$ cat config.mk
export PLATFORM = sky130hd
export DESIGN_NAME = cpu15_core
export DESIGN_NICKNAME = d
export VERILOG_FILES = /design/src/rtl/cpu15_core.sv
export SDC_FILE = /design/constraint.sdc
export NUM_CORES = 1
export LEC_CHECK = 0
export CORE_MARGIN = 5
export CORE_UTILIZATION = 60
export DETAILED_ROUTE_END_ITERATION = 12
export PLACE_DENSITY = 0.86
export SLEW_MARGIN = 20
export SYNTH_ARGS = -nofsm -noshare
export SYNTH_HDL_FRONTEND = slang
export SYNTH_SLANG_ARGS = --single-unit
$ cat constraint.sdc
create_clock -name CLK -period 4.1 [get_ports CLK]
set_input_delay 0.615 -clock CLK [delete_from_list [all_inputs] [get_ports CLK]]
set_output_delay 0.615 -clock CLK [all_outputs]
set_load 0.1 [all_outputs]
$ cat src/rtl/cpu15_core.sv
// -----------------------------------------------------------------------------
// cpu15_core: single-clock 15-bit-instruction CPU.
// An internal phase sequencer steps FT -> DC -> EX -> WB for each instruction.
// The register file (8 x 16), data RAM and memory-mapped I/O registers are
// internal. Instruction memory is external.
//
// Ports:
//   CLK        system clock, rising edge
//   RESET_N    synchronous active-low reset
//   IMEM_ADDR  instruction address, always the current PC
//   IMEM_DATA  15-bit instruction word
//   IMEM_VALID IMEM_DATA is valid for IMEM_ADDR
//   IO_IN      IO_PORTS x 16-bit input ports, port k at [16k+15:16k]
//   IO_OUT     IO_PORTS x 16-bit registered output ports
//   PHASE      current phase (0 FT, 1 DC, 2 EX, 3 WB); 0 while halted
//   HALTED     high while in HALT
//
// Fetch handshake: the core presents IMEM_ADDR and waits in FT. IMEM_DATA is
// taken on the first rising edge in FT where IMEM_VALID=1; until then nothing
// in the core changes. There is no ready signal: the core is always ready in
// FT and ignores IMEM_VALID in every other phase.
// -----------------------------------------------------------------------------
module cpu15_core #(
  parameter int PC_W      = 8,
  parameter int RAM_DEPTH = 8,
  parameter int IO_BASE   = 64,
  parameter int IO_PORTS  = 1
) (
  input  logic                   CLK,
  input  logic                   RESET_N,
  output logic [PC_W-1:0]        IMEM_ADDR,
  input  logic [14:0]            IMEM_DATA,
  input  logic                   IMEM_VALID,
  input  logic [16*IO_PORTS-1:0] IO_IN,
  output logic [16*IO_PORTS-1:0] IO_OUT,
  output logic [1:0]             PHASE,
  output logic                   HALTED
);

  localparam logic [1:0] PH_FT = 2'd0;
  localparam logic [1:0] PH_DC = 2'd1;
  localparam logic [1:0] PH_EX = 2'd2;
  localparam logic [1:0] PH_WB = 2'd3;

  localparam logic [3:0] OP_MOV = 4'd0;
  localparam logic [3:0] OP_ADD = 4'd1;
  localparam logic [3:0] OP_SUB = 4'd2;
  localparam logic [3:0] OP_AND = 4'd3;
  localparam logic [3:0] OP_OR  = 4'd4;
  localparam logic [3:0] OP_SL  = 4'd5;
  localparam logic [3:0] OP_SR  = 4'd6;
  localparam logic [3:0] OP_SRA = 4'd7;
  localparam logic [3:0] OP_LDL = 4'd8;
  localparam logic [3:0] OP_LDH = 4'd9;
  localparam logic [3:0] OP_CMP = 4'd10;
  localparam logic [3:0] OP_JE  = 4'd11;
  localparam logic [3:0] OP_JMP = 4'd12;
  localparam logic [3:0] OP_LD  = 4'd13;
  localparam logic [3:0] OP_ST  = 4'd14;
  localparam logic [3:0] OP_HLT = 4'd15;

  logic [PC_W-1:0] pc_q, pc_d, npc_q, npc_d;
  logic [14:0]     ir_q, ir_d;
  logic [1:0]      phase_q, phase_d;
  logic            halted_q, halted_d;
  logic            eq_q, eq_d;
  logic [15:0]     opa_q, opa_d, opb_q, opb_d, mem_q, mem_d, res_q, res_d;
  logic [15:0]     regs_q [8];
  logic [15:0]     regs_d [8];
  logic [15:0]     ram_q  [RAM_DEPTH];
  logic [15:0]     ram_d  [RAM_DEPTH];
  logic [15:0]     io_q   [IO_PORTS];
  logic [15:0]     io_d   [IO_PORTS];

  logic [3:0] op;
  logic [2:0] ra, rb;
  logic [7:0] imm;

  assign op  = ir_q[14:11];
  assign ra  = ir_q[10:8];
  assign rb  = ir_q[7:5];
  assign imm = ir_q[7:0];

  always_comb begin
    pc_d     = pc_q;
    npc_d    = npc_q;
    ir_d     = ir_q;
    phase_d  = phase_q;
    halted_d = halted_q;
    eq_d     = eq_q;
    opa_d    = opa_q;
    opb_d    = opb_q;
    mem_d    = mem_q;
    res_d    = res_q;
    regs_d   = regs_q;
    ram_d    = ram_q;
    io_d     = io_q;

    // HALT freezes everything; only reset leaves it.
    if (!halted_q) begin
      unique case (phase_q)
        PH_FT: begin
          if (IMEM_VALID) begin
            ir_d    = IMEM_DATA;
            phase_d = PH_DC;
          end
        end
        PH_DC: begin
          opa_d = regs_q[ra];
          opb_d = regs_q[rb];
          // Addresses outside RAM and the I/O window read as zero.
          mem_d = 16'd0;
          for (int i = 0; i < RAM_DEPTH; i++)
            if (int'(imm) == i) mem_d = ram_q[i];
          for (int k = 0; k < IO_PORTS; k++)
            if (int'(imm) == IO_BASE + k) mem_d = IO_IN[16*k +: 16];
          phase_d = PH_EX;
        end
        PH_EX: begin
          npc_d = pc_q + PC_W'(1);
          res_d = opa_q;
          case (op)
            OP_MOV: res_d = opb_q;
            OP_ADD: res_d = opa_q + opb_q;
            OP_SUB: res_d = opa_q - opb_q;
            OP_AND: res_d = opa_q & opb_q;
            OP_OR:  res_d = opa_q | opb_q;
            OP_SL:  res_d = {opa_q[14:0], 1'b0};
            OP_SR:  res_d = {1'b0, opa_q[15:1]};
            OP_SRA: res_d = {opa_q[15], opa_q[15:1]};
            OP_LDL: res_d = {opa_q[15:8], imm};
            OP_LDH: res_d = {imm, opa_q[7:0]};
            OP_LD:  res_d = mem_q;
            OP_JE:  if (eq_q) npc_d = imm[PC_W-1:0];
            OP_JMP: npc_d = imm[PC_W-1:0];
            default: ;
          endcase
          // hlt never reaches WB, so the PC stays on the hlt address.
          if (op == OP_HLT) begin
            halted_d = 1'b1;
            phase_d  = PH_FT;
          end else begin
            phase_d = PH_WB;
          end
        end
        PH_WB: begin
          if (op <= OP_LDH || op == OP_LD) regs_d[ra] = res_q;
          if (op == OP_CMP) eq_d = (opa_q == opb_q);
          if (op == OP_ST) begin
            // Stores outside RAM and the I/O window are dropped.
            for (int i = 0; i < RAM_DEPTH; i++)
              if (int'(imm) == i) ram_d[i] = opa_q;
            for (int k = 0; k < IO_PORTS; k++)
              if (int'(imm) == IO_BASE + k) io_d[k] = opa_q;
          end
          pc_d    = npc_q;
          phase_d = PH_FT;
        end
        default: phase_d = PH_FT;
      endcase
    end
  end

  always_ff @(posedge CLK) begin
    if (!RESET_N) begin
      pc_q     <= '0;
      npc_q    <= '0;
      ir_q     <= '0;
      phase_q  <= PH_FT;
      halted_q <= 1'b0;
      eq_q     <= 1'b0;
      opa_q    <= '0;
      opb_q    <= '0;
      mem_q    <= '0;
      res_q    <= '0;
      for (int i = 0; i < 8; i++)         regs_q[i] <= '0;
      for (int i = 0; i < RAM_DEPTH; i++) ram_q[i]  <= '0;
      for (int k = 0; k < IO_PORTS; k++)  io_q[k]   <= '0;
    end else begin
      pc_q     <= pc_d;
      npc_q    <= npc_d;
      ir_q     <= ir_d;
      phase_q  <= phase_d;
      halted_q <= halted_d;
      eq_q     <= eq_d;
      opa_q    <= opa_d;
      opb_q    <= opb_d;
      mem_q    <= mem_d;
      res_q    <= res_d;
      regs_q   <= regs_d;
      ram_q    <= ram_d;
      io_q     <= io_d;
    end
  end

  assign IMEM_ADDR = pc_q;
  assign PHASE     = phase_q;
  assign HALTED    = halted_q;

  for (genvar k = 0; k < IO_PORTS; k++) begin : g_io_out
    assign IO_OUT[16*k +: 16] = io_q[k];
  end

endmodule
==> results.txt, run 1 <==
----------------------------------------------------
[Die]
  Die boundary height ... 191 um
  Initial core utilization ... 60.6%
  Row count ... 66
  Die Area ... 0.0366 sq mm
  X dimension of the die ... 191 um
  Core Box Area ... 0.0325 sq mm
  Top-level I/O count ... 61

[Synthesis]
  Synth warnings ... 0
  Cell Area, Synth ... 0.0197 sq mm
  Count of different cell masters after synthesis ... 81
  Count of flip-flops with a built-in enable after synthesis ... 0
  Per-instance average area after synthesis ... 8.39 sq um
  Number of synthesized register bits ... 371
  Most common flop cell mapped by yosys ... dfxtp_1
  Share of flip-flops with an asynchronous set or reset ... 0%
  Post-synthesis net count ... 2440
  Syn Inst Count ... 2352
  Share of the yosys chip area belonging to registers ... 37.7%

[Timing]
  Setup repair after global routing missed its margin ... false
  Final Hold Vio Count ... 0
  Actual transition at the worst max-transition pin ... 1050 ps
  Total negative setup slack ... 0 ps
  Tmin final ... 3450 ps
  Final setup vio count ... 0
  Post-Route Hold Slack ... 450 ps
  Final worst path period share ... 84.1%
  Max Clock Freq ... 0.290 GHz
  Final Max Tran Viols ... 0
  Setup Skew ... 22.3 ps
  Rel. slew slack ... 29.9%

[Placed design]
  Weighted congestion reported at the end of routability-driven placement ... 0.998
  HPWL after DPL ... 45700 um
  Quantity of I/O buffers inserted on ports ... 60

[Global routing]
  Number of antenna violations at the first check in global routing ... 1
  GRT Resource Usage Total ... 37.2%
  Global route total overflow ... 0
  Wire length of the first global-routing pass ... 106000 um
  Largest net degree at the start of global routing ... 79
  Number of global-route vias before repair ... 18500

[Power]
  Worst IR Drop VDD ... 0.000369 V
  Leakage power figure ... 7.89 nW
  Total power divided by cell area ... 405 mW/mm^2

[Layout]
  Area taken by multi-input logic gates ... 0.0112 sq mm
  Fin nets ... 2395
  Share of layout cells above drive strength 1 ... 11.1%
  Register area ... 0.00743 sq mm
  Area delta synth->final ... 11.4%
  N_diodes ... 0
  Fillers ... 2556

[Clock network]
  Num Clock Sinks ... 371
  Later-pin clock latency in the skew report ... 570 ps
  Clk buf depth ... 3
  Clock buffer count from CTS ... 40
  CTS tree ... yes
  Clock-pin transition on the worst setup and hold timing paths ... 60 ps
  CTS hold repair buffers ... 0
  Number of post-CTS setup repair buffers ... 0
  Number of levels in the clock H-tree ... 2
  Quantity of gates resized following cts ... 0
  Root Buffer Master ... clkbuf_16

[Flow run]
  Count of maximum capacitance violations ... 0

[Outcome]
  Result of the run ... complete, no violations

[Detailed routing]
  Number of vias after detailed routing ... 19300
  Final routed wire length divided by cell count ... 25.3 um
  Routed WL ... 70300 um
  Via-per-instance ratio ... 6.96
  1st-pass router iterations ... 10
  Residual antenna-violating net count after detailed routing ... 0
  Number of DRC violations after detailed-routing iteration 0 ... 3131
  Number of remaining DRC errors ... 0

[Hold path]
  Hold-critical path endpoint ... ram_q[39]
  Number of cells on the worst hold path ... 2
  Path category of the worst min-delay check ... register to register
  Launch point of the worst hold path ... ram_q[39]

[Critical path]
  Worst setup EP type ... register
  Capture point of the worst reg-to-reg path ... res_q[14]
  Required time reported for the critical path endpoint ... 4580 ps
  Category of the critical setup timing path ... register to register
  Kind of launch point of the worst setup path ... register
  Data arrival time of the critical path ... 3920 ps
  Largest fanout on the critical path ... 14
  R2r startpoint ... opa_q[0]
  Minimum setup slack among reg-to-reg paths ... 650 ps
  Number of cells traversed by the worst register-to-register path ... 11

----------------------------------------------------
==> logic make-up (layout without fill, tap and decap cells) <==
| kind of cell | after synthesis | after routing | synth area share, % |
|---|---|---|---|
| buffers and inverters | 277 | 263 | 5.73 |
| AOI/OAI and AO/OA | 614 | 614 | 19.7 |
| muxes | 190 | 190 | 14.1 |
| and+or+nand+nor | 834 | 834 | 18.8 |
| adders and majority gates | 54 | 54 | 3.50 |
| xor gates and xnor gates | 12 | 12 | 0.533 |
| DFF | 371 | 371 | 37.7 |
==> cell type report <==
cell class / count / area share, %
clock buffers: 60 / 5.63
well taps: 442 / 2.52
inverters: 57 / 1.01
repair buffers: 133 / 5.49
flip-flops and latches: 371 / 33.8
multi-input cells: 1704 / 50.9
clock inverters: 13 / 0.626
==> per-layer routing <==
metal,vias up,global-route usage [%],share of wire [%]
met5,-,0,0.016
met4,2,19.4,5.9
met3,324,9.53,13
met2,1463,56.7,43
met1,9228,49.0,38
li1,8318,-,-
==> worst max path at each step <==
stage / start / to / slack, ps / cells after the start
global route: opa_q[0] / res_q[14] / 490 / 10
floorplan: opa_q[1] / res_q[13] / 1270 / 10
finish: opa_q[0] / res_q[14] / 650 / 11
global placement: opa_q[0] / res_q[14] / 950 / 11
CTS: opa_q[0] / res_q[14] / 820 / 11
detailed placement: opa_q[0] / res_q[14] / 860 / 11
==> per-stage QoR <==
| stage | cell area [sq um] | utilization [%] | worst slack [ps] | std cells | power (mW) |
|---|---|---|---|---|---|
| 2_1_floorplan | 19700 | - | 1270 | 2352 | 4.68 |
| 3_3_place_gp | 20600 | 63.3 | 952 | 2706 | 5.13 |
| 3_5_place_dp | 20600 | 63.3 | 856 | 2706 | 5.15 |
| 4_1_cts | 22000 | 67.5 | 818 | 2779 | 8.82 |
| 5_1_grt | 22000 | 67.5 | 491 | 2780 | 9.11 |
| 6_report | 22000 | 67.5 | 653 | 2780 | 8.90 |
==> state kept, by name (all words and copies together) (netlist names), 2 cells and up <==
signal     flops
IO_OUT        16
res_q         16
ram_q        128
ir_q          15
opb_q         16
mem_q         16
IMEM_ADDR      8
opa_q         16
PHASE          2
npc_q          8
regs_q       128
==> worst max-delay path, cell delays in order (launching register included) <==
cell       delay, ps
dfxtp_1          470
inv_1            150
ha_1             200
inv_1             60
fa_1             400
nor2b_1          170
o21ai_0          560
a211oi_1         170
a211oi_1         520
a2111oi_0        250
o31a_1           330
o21ai_1           80
==> cell usage after synthesis (all sizes together) (50+ instances only) <==
cell	instances	area [sq um]
mux2i	111	1110
inv	54	203
nand3	111	591
nand2	420	1590
dfxtp	371	7430
ha	52	651
buf	66	339
clkbuf	154	578
o21ai	69	345
a211oi	50	375
a21oi	281	1410
nor2	165	643
mux4	70	1580
==> power breakdown <==
group	total (mW)	leakage, nW	internal, mW	switching [mW]
logic	1.31	4.21	0.423	0.886
clock network	3.75	0.676	2.17	1.58
registers	3.83	3.00	3.67	0.163
==> layout by cell type, fill, tap and decap left out, types with 9 or more instances in the layout <==
| cell type | n |
|---|---|
| a211oi_1 | 50 |
| a21o_1 | 21 |
| a21oi_1 | 281 |
| a221oi_1 | 34 |
| a22oi_1 | 14 |
| and3_1 | 10 |
| buf_4 | 68 |
| clkbuf_16 | 41 |
| clkbuf_8 | 14 |
| clkdlybuf4s50_1 | 60 |
| dfxtp_1 | 366 |
| ha_1 | 52 |
| inv_1 | 54 |
| mux2_2 | 9 |
| mux2i_1 | 111 |
| mux4_2 | 70 |
| nand2_1 | 415 |
| nand2b_1 | 11 |
| nand3_1 | 107 |
| nor2_1 | 162 |
| nor2b_1 | 19 |
| nor3_1 | 41 |
| o211ai_1 | 15 |
| o21ai_0 | 67 |
| o221ai_1 | 12 |
| o22ai_1 | 18 |
| o2bb2ai_1 | 15 |
(Power assumes the default switching activity.)
==> run 2: changes to the inputs <==
- clock period: 4.1 -> 3.5 ns (I/O delays scaled with it)
==> run 2 against run 1 <==
Against the previous run:
- critical path depth decreased by 1
- sequential share of layout area decreased by 0.24 points
- core utilization increased by 0.48 points
- final cell count increased by 0.40%
- clock skew increased by 13 ps
- total power increased by 20%
- global-route usage increased by 0.39 points
- via count decreased by 0.64%
- clock power increased by 23%
- critical path type unchanged
- largest power group is now clock
- highest routed layer unchanged
==> results.txt, run 2 (same netlist as run 1, synthesis figures left out) <==
----------------------------------------------------
[Timing]
  Final Max Tran Viols ... 0 (unchanged)
  Tmin final ... 3170 ps (-275 ps)
  Final setup vio count ... 0 (unchanged)
  Total negative setup slack ... 0 ps (unchanged)
  Final critical-path setup slack ... 328 ps (-325 ps)
  Final worst path period share ... 90.6% (+6.5 points)
  Final Hold Vio Count ... 0 (unchanged)
  Actual transition at the worst max-transition pin ... 1020 ps (-24.0 ps)
  Max Clock Freq ... 0.315 GHz (+8.7%)
  Setup repair after global routing missed its margin ... false
  Rel. slew slack ... 31.5% (+1.6 points)
  Setup Skew ... 34.9 ps (+12.6 ps)

[Detailed routing]
  Routed WL ... 69900 um (-0.52%)
  Via-per-instance ratio ... 6.88 (-1.0%)
  Number of vias after detailed routing ... 19200 (-0.64%)
  1st-pass router iterations ... 6 (-4)
  Number of DRC violations after detailed-routing iteration 0 ... 3136 (+0.16%)
  Number of remaining DRC errors ... 0 (unchanged)
  Final routed wire length divided by cell count ... 25.1 um (-0.91%)
  Residual antenna-violating net count after detailed routing ... 0 (unchanged)

[Power]
  Net switching power figure ... 3.00 mW (+14%)
  Cell Int Power ... 7.65 mW (+22%)
  Post-route total power ... 10.6 mW (+20%)
  Part of the power in the clock network ... 43.2% (+1.0 points)
  Leakage power figure ... 7.99 nW (+1.2%)
  Fraction of power spent switching nets ... 28.2% (-1.4 points)
  Comb pwr share ... 14.8% (about the same)
  Worst IR Drop VDD ... 0.000481 V (+31%)
  Relative contribution of sequential cells to total power ... 42.0% (-1.1 points)
  Total power divided by cell area ... 481 mW/mm^2 (+19%)

[Placed design]
  Weighted congestion reported at the end of routability-driven placement ... 1.05 (+5.7%)
  Quantity of I/O buffers inserted on ports ... 60 (unchanged)
  Worst setup slack before clock tree synthesis ... 438 ps (-418 ps)
  HPWL after DPL ... 46100 um (+1.0%)
  Placement-stage cell area ... 0.0207 sq mm (+0.61%)

[Critical path]
  Data arrival time of the critical path ... 3630 ps (-290 ps)
  Kind of launch point of the worst setup path ... register
  Category of the critical setup timing path ... register to register
  Number of cells traversed by the worst register-to-register path ... 10 (-1)
  Worst setup EP type ... register
  Crit-path cells ... ha_1 -> inv_1 -> fa_1 -> nand2b_1 -> a21oi_1 -> o2111ai_1 -> a2111oi_0 -> o21ai_0 -> a22o_1 -> o21ai_1
  Minimum setup slack among reg-to-reg paths ... 330 ps (-320 ps)
  Maximum single-stage delay on the critical path ... 540 ps (-20 ps)
  Library cell contributing the largest single delay on the critical path ... a2111oi_0
  Capture point of the worst reg-to-reg path ... res_q[14]
  Required time reported for the critical path endpoint ... 3960 ps (-620 ps)
  Largest fanout on the critical path ... 9 (-5)
  R2r startpoint ... opa_q[0]

[Layout]
  Leading cell type in the layout, fill and taps excluded ... nand2_1
  Fillers ... 2558 (+0.078%)
  Share of layout cells above drive strength 1 ... 11.5% (+0.37 points)
  Area delta synth->final ... 12.2%
  Registers with the highest flip-flop counts ... ram_q x128, regs_q x128
  Layout Utilization ... 68.0% (+0.48 points)
  Final design instance area without fill ... 0.0221 sq mm (+0.71%)
  Commonest cells after routing, fill and taps aside ... nand2_1, dfxtp_1, a21oi_1
  N_diodes ... 0 (unchanged)
  Fin nets ... 2411 (+0.67%)

[Die]
  Top-level I/O count ... 61 (unchanged)
  Die boundary height ... 191 um (unchanged)
  Initial core utilization ... 60.6% (unchanged)
  Core Box Area ... 0.0325 sq mm (unchanged)
  X dimension of the die ... 191 um (unchanged)
  Row count ... 66 (unchanged)
  Die Area ... 0.0366 sq mm (unchanged)

[Clock network]
  CTS tree ... yes
  Number of levels in the clock H-tree ... 2 (unchanged)
  Root Buffer Master ... clkbuf_16
  Number of post-CTS setup repair buffers ... 0 (unchanged)
  Clock-pin transition on the worst setup and hold timing paths ... 60 ps (about the same)
  Quantity of gates resized following cts ... 0 (unchanged)
  Clk buf depth ... 3 (unchanged)
  Clock buffer count from CTS ... 40 (unchanged)
  CTS hold repair buffers ... 0 (unchanged)
  Later-pin clock latency in the skew report ... 550 ps (-20 ps)
  Num Clock Sinks ... 371 (unchanged)

[Hold path]
  Hold-critical path endpoint ... ram_q[34]
  Path category of the worst min-delay check ... register to register
  Launch point of the worst hold path ... ram_q[34]
  Number of cells on the worst hold path ... 2 (unchanged)

[Global routing]
  GRT Resource Usage Total ... 37.6% (+0.39 points)
  Number of global-route vias before repair ... 18400 (-0.55%)
  Global-route met2 utilization ... 57.0% (+0.31 points)
  Largest net degree at the start of global routing ... 94 (+19%)
  Number of antenna violations at the first check in global routing ... 0 (-1)
  Wire length of the first global-routing pass ... 108000 um (+1.4%)
  Global route total overflow ... 0 (unchanged)
  Busiest metal layer after global routing ... met2
  Met1 track utilization from global routing ... 49.4% (+0.44 points)
  Fraction of met3 tracks used by global routing ... 10.4% (+0.89 points)

[Flow run]
  Count of maximum capacitance violations ... 0 (unchanged)

[Outcome]
  Result of the run ... complete, no violations

----------------------------------------------------
## run 2: changes by cell type in the layout (fill, tap and decap cells not counted), moves of 2 or more
cell / delta
inv_6: -2
bufinv_16: +6
clkinvlp_4: -2
clkinv_2: -2
clkbuf_1: +2
buf_4: +18
clkbuf_8: -4
## run 2: metal layers
metal,part of all wire [%],wire length [um],vias up
li1,-,-,8349
met3,14,9460,330
met4,6.3,4430,2
met1,37,25900,9116
met2,43,30100,1415
met5,0.070,49,-
## run 2: how the worst max path moves through the flow
stage	from	to	slack [ps]	cells after the start
global route	opa_q[0]	res_q[14]	130	10
floorplan	opa_q[1]	res_q[13]	670	10
detailed placement	opa_q[0]	res_q[14]	440	10
global placement	opa_q[0]	res_q[14]	540	10
CTS	opa_q[0]	res_q[14]	390	10
finish	opa_q[0]	res_q[14]	330	10
## run 2: power groups by stage
stage          clock network (mW)  logic (mW)  registers [mW]
2_1_floorplan                   0        1.02            4.46
3_5_place_dp                    0        1.50            4.55
4_1_cts                      4.60        1.51            4.46
6_report                     4.60        1.57            4.47
3_3_place_gp                    0        1.49            4.55
5_1_grt                      4.78        1.65            4.48
## run 2: metrics by stage
stage	hold WS, ps	std cells
after floorplan	431	2352
after global placement	437	2723
after detailed placement	443	2723
after CTS	452	2791
after global routing	475	2791
final	449	2791
## run 2: area by class of cell
cell class                 count  area [sq um]  share of cell area, %
tap                          442           553                   2.50
clock inverter                11           255                   1.15
timing repair buffer         149          1320                   5.95
sequential                   371          7430                   33.6
multi-input combinational   1704         11200                   50.5
clock buffer                  57          1160                   5.26
inverter                      57           221                   1.00
## run 2: critical path, delay by kind of cell, from the launching register on
kind                       cells  cell delay (ps)
AOI/OAI and AO/OA              6             1680
DFF                            1              490
adders and majority gates      2              640
and+or+nand+nor                1              190
buffers and inverters          1               70
